--- config.mk ---
export PLATFORM = sky130hd
export DESIGN_NAME = pixel_write_sink
export DESIGN_NICKNAME = d
export VERILOG_FILES = /design/src/rtl/pixel_write_sink.sv
export SDC_FILE = /design/constraint.sdc
export NUM_CORES = 1
export LEC_CHECK = 0
export BUFFER_PORTS_ARGS = -buffer_cell sky130_fd_sc_hd__buf_2
export CAP_MARGIN = 0
export CORE_MARGIN = 4
export CORE_UTILIZATION = 40
export CTS_CLUSTER_DIAMETER = 30
export DETAILED_ROUTE_END_ITERATION = 10
export PLACE_DENSITY = 0.62
export SETUP_SLACK_MARGIN = 0.3
export SLEW_MARGIN = 25
export SYNTH_ARGS = -nofsm -noshare
export SYNTH_HDL_FRONTEND = slang
export SYNTH_SLANG_ARGS = --single-unit
--- constraint.sdc ---
create_clock -name clock -period 4.9 [get_ports clock]
set_clock_uncertainty 0.2 [all_clocks]
set_input_delay 1.47 -clock clock [delete_from_list [all_inputs] [get_ports clock]]
set_output_delay 1.47 -clock clock [all_outputs]
set_load 0.02 [all_outputs]
--- src/rtl/pixel_write_sink.sv ---
// Frame-buffer pixel sink: range-checks drawer strobes, queues {addr,color} in a
// small FIFO, writes to memory on grant, and reports drain completion via commit.
module pixel_write_sink #(
  parameter int DEPTH  = 8,
  parameter int WIDTH  = 320,
  parameter int HEIGHT = 240
) (
  input  logic        clock,
  input  logic        reset,
  input  logic        drawOnVGA,
  input  logic [8:0]  X,
  input  logic [7:0]  Y,
  input  logic [2:0]  color,
  input  logic        commit,
  input  logic        mem_grant,
  output logic        mem_we,
  output logic [16:0] mem_addr,
  output logic [2:0]  mem_data,
  output logic        full,
  output logic        committed,
  output logic        overflow,
  output logic [7:0]  dropCount
);

  localparam int AW = (DEPTH > 1) ? $clog2(DEPTH) : 1;

  typedef enum logic [1:0] {RUN, DRAIN, DONE} state_t;

  state_t          state_q, state_d;
  logic [AW-1:0]   wr_ptr, rd_ptr;
  logic [AW:0]     count;
  logic [19:0]     fifo_mem [DEPTH];
  logic [16:0]     lin_addr;
  logic            in_range, empty, pop, push;

  assign in_range = (int'(X) < WIDTH) && (int'(Y) < HEIGHT);
  assign empty    = (count == '0);
  assign full     = (count == (AW+1)'(DEPTH));
  assign pop      = !empty && mem_grant;
  // A strobe may enter a full FIFO when the head leaves on the same edge.
  assign push     = drawOnVGA && in_range && (!full || pop);

  always_comb begin
    lin_addr = '0;
    if (WIDTH == 320)
      lin_addr = ({9'b0, Y} << 8) + ({9'b0, Y} << 6) + {8'b0, X};
    else
      lin_addr = ({9'b0, Y} * 17'(WIDTH)) + {8'b0, X};
  end

  always_ff @(posedge clock) begin
    if (push)
      fifo_mem[wr_ptr] <= {lin_addr, color};
  end

  always_ff @(posedge clock) begin
    if (reset) begin
      wr_ptr    <= '0;
      rd_ptr    <= '0;
      count     <= '0;
      mem_we    <= 1'b0;
      mem_addr  <= '0;
      mem_data  <= '0;
      overflow  <= 1'b0;
      dropCount <= '0;
    end else begin
      if (push)
        wr_ptr <= wr_ptr + AW'(1);
      if (pop)
        rd_ptr <= rd_ptr + AW'(1);
      case ({push, pop})
        2'b10:   count <= count + (AW+1)'(1);
        2'b01:   count <= count - (AW+1)'(1);
        default: count <= count;
      endcase
      mem_we <= pop;
      if (pop)
        {mem_addr, mem_data} <= fifo_mem[rd_ptr];
      if (drawOnVGA && in_range && full && !pop)
        overflow <= 1'b1;
      if (drawOnVGA && !in_range && dropCount != 8'hFF)
        dropCount <= dropCount + 8'd1;
    end
  end

  always_ff @(posedge clock) begin
    if (reset)
      state_q <= RUN;
    else
      state_q <= state_d;
  end

  // An empty FIFO cannot pop, so emptiness alone marks the end of the drain.
  always_comb begin
    state_d = state_q;
    case (state_q)
      RUN:     if (commit) state_d = DRAIN;
      DRAIN: begin
        if (!commit)
          state_d = RUN;
        else if (empty)
          state_d = DONE;
      end
      DONE:    if (!commit) state_d = RUN;
      default: state_d = RUN;
    endcase
  end

  assign committed = (state_q == DONE);

endmodule

==> run summary <==
Status -> finished, final reports clean
Register area share after synthesis -> 0.6863
Sequential share of power -> 0.379
Final hold violation count -> 0
Synth top area cells -> edfxtp_1 (58%), mux4_2 (11%), dfxtp_1 (10%), mux2i_1 (3.0%), ha_1 (2.9%)
Synth Warn # -> 0
DP HPWL -> 9967 µm
First-pass GRT wire length -> 26,430 µm
Final Cell Area -> 10,100 µm²
Placement row count -> 52
Switching Share -> 0.2565
Die Span Y -> 151.4 µm
PwrDens -> 557.8 nW/µm²
Clock sinks -> 202
Fillers -> 1,643
WL per Instance -> 19.38 µm
Final min period -> 3.638 ns
Setup ws final -> 1.262 ns
H-tree Lvls -> 2
Io pins -> 57
Arr. time, crit path -> 3.61 ns
Vias -> 4,562
Worst relative slew slack -> 0.4340
Internal power -> 4.190 mW
Clock latency on the worst-skew pair -> 0.49 ns
Switch Pwr -> 1.445 mW
Multi-input gate area -> 2435 µm²
Largest net degree at the start of global routing -> 43
Worst-Margin Slew -> 0.8490 ns
Register area -> 5648 µm²
DRC -> 0
N_diodes -> 0
Number of synthesized flops with an enable pin -> 160
Area grow syn2layout -> 22.83%
Synthesized area -> 8225 µm²
Nets -> 616
FMAX -> 0.2749 GHz
CTS tree -> built
Starting Density -> 0.4065
Vias in the first global route -> 4,831
Total grt overflow -> 0
Max_cap viols -> 0
Unrepaired setup endpoints after global routing -> false
Combinational power share -> 0.162
Port Buffers -> 56
Die Wd -> 151.4 µm
Clk pwr share -> 0.458
Total GRT Usage -> 0.1519
FFs w/ async S/R, synth -> 0
Initial antenna violation count -> 0
Core area -> 20,230 µm²
Type of the worst setup path -> input pin to register
Worst-case clock buffer depth -> 3
Area share of the largest cell type after synthesis -> 0.5841
Clock slew at reported path FFs -> 0.05 ns
Vias per inst -> 5.256
Fraction of layout cells with a size suffix above 1 -> 0.3010
Post-route setup TNS -> 0 ns
Max-slew violations -> 0
Total CTS buffers -> 36
Syn Nets -> 535
Crit end category -> register
CTS Hold Buffers Added -> 0
Detailed Route Iter0 Violations -> 328
CP Data Required Time -> 4.87 ns
Leak pwr -> 3.546 nW
# setup viols final -> 0
Biggest area consumer among synthesized cells -> edfxtp_1
Synth cell types -> 53
Post-CTS Resized -> 0
Worst min path class -> register to register
Max IR drop VDD -> 0.2799 mV
Startpoint Class -> input pin
Total wire length -> 16,820 µm
Die area -> 22,920 µm²
Post-route antenna net violation count -> 0
Pre-CTS setup slack -> 0.7321 ns
Synthesized area per cell -> 16.82 µm²
Synth Instances -> 489
Clk root buf -> clkbuf_16
Ys flop type -> edfxtp_1
DR pass1 iterations -> 4
Final Cycle Share -> 0.7424
Yosys reg bits -> 202
CP max FO -> 8
Area post-placement -> 8828 µm²
GP Congestion -> 0.7469
Post-CTS Setup Bufs -> 0
[path summary, 6_finish.rpt]
check                           cells after the start  slack (ns)        from              end
worst max-delay path                                9        1.26        X[8]  fifo_mem[3][19]
worst min-delay path                                1        0.26  state_q[1]       state_q[0]
worst max register to register                      4        2.26   rd_ptr[0]     mem_addr[15]
worst min register to register                      1        0.26  state_q[1]       state_q[0]
[cells by family (layout without fill, tap and decap cells)]
| family | count (synthesis) | count (layout) | share of synthesized area |
|---|---|---|---|
| DFF | 202 | 202 | 0.6863 |
| AOI/OAI and AO/OA | 83 | 83 | 0.05856 |
| and+or+nand+nor | 69 | 69 | 0.04533 |
| muxes | 68 | 68 | 0.1454 |
| buffers and inverters | 35 | 144 | 0.01886 |
| adders and majority gates | 21 | 21 | 0.03377 |
| xor gates and xnor gates | 11 | 11 | 0.01171 |
[cell usage in the layout, fill, tap and decap left out, types with 3 or more instances in the layout]
master      netlist  final
clkinv_2          0      4
ha_1             19     19
clkbuf_16         0     37
o21ai_0          29     29
buf_2             4     56
nand2_1           9      9
bufinv_16         0      7
dfxtp_1          42     40
inv_1             9      9
mux2i_1          25     25
a211oi_1          3      3
nor2b_1           4      4
edfxtp_1        160    160
or4_1             3      3
xnor2_1           6      6
mux4_2           40     40
xor2_1            5      5
clkinvlp_4        0      5
nand3_1           4      4
nand2b_1          7      7
buf_4             1     12
inv_6             0      5
clkinv_1          0      3
o31ai_1           3      3
nor2_1           22     22
a21oi_1          35     35
clkbuf_1         13      4
or3_1             3      3
[stage by stage]
| step | utilization | hold slack, ns | instances | total power [mW] |
|---|---|---|---|---|
| after floorplan | - | 0.2158 | 489 | 2.842 |
| after global placement | 0.4363 | 0.2251 | 802 | 3.073 |
| after detailed placement | 0.4363 | 0.2420 | 802 | 3.099 |
| after CTS | 0.4993 | 0.2607 | 868 | 5.705 |
| after global routing | 0.4993 | 0.2740 | 868 | 5.881 |
| final | 0.4993 | 0.2568 | 868 | 5.635 |
[worst max-delay path, cell delays in order]
cell	delay, ns
buf_2	0.09
inv_1	0.05
fa_1	0.52
inv_1	0.07
ha_1	0.31
a211oi_1	0.09
o21bai_1	0.22
a21oi_1	0.10
nor3b_1	0.69
[per-layer routing]
metal,global-route usage,vias up,part of all wire
met1,0.1991,2317,0.44
met4,0.04714,0,0.017
met3,0.03621,22,0.046
met2,0.2516,108,0.50
met5,0,-,0
li1,-,2115,-
[power by group through the flow]
stage	clock (mW)	combinational, mW	sequential (mW)
final	2.58	0.915	2.14
after global routing	2.72	1.01	2.15
after CTS	2.63	0.934	2.14
after detailed placement	0	0.929	2.17
after global placement	0	0.912	2.16
after floorplan	0	0.660	2.18
[flip-flops by register name (all words and copies together), names as in the netlist, 2 cells and up]
register,cells
wr_ptr,3
mem_data,3
mem_addr,17
count,4
rd_ptr,3
fifo_mem,160
state_q,2
dropCount,8
[Yosys cell counts, drive strengths merged, types with 2 or more instances]
library cell,instances
nand2b,7
buf,12
xnor2,6
a21oi,35
mux4,40
ha,19
and3,2
o21bai,2
mux2i,26
nand4,2
o21ai,29
a211oi,3
clkbuf,13
nand3,4
nor2,22
edfxtp,160
nor3b,2
or4,3
nor2b,4
nand2,9
inv,10
nor3,4
dfxtp,42
fa,2
xor2,5
a21o,2
or3,4
o31ai,3
mux2,2
[final cells by class]
cell class / instances / share of cell area
Sequential cell: 202 / 0.5590
Multi-Input combinational cell: 252 / 0.2410
Clock buffer: 41 / 0.09313
Timing Repair Buffer: 68 / 0.03666
Tap cell: 270 / 0.03344
Clock inverter: 25 / 0.03307
Inverter: 10 / 0.003715
Note: power is estimated with default switching activity, not from simulation.
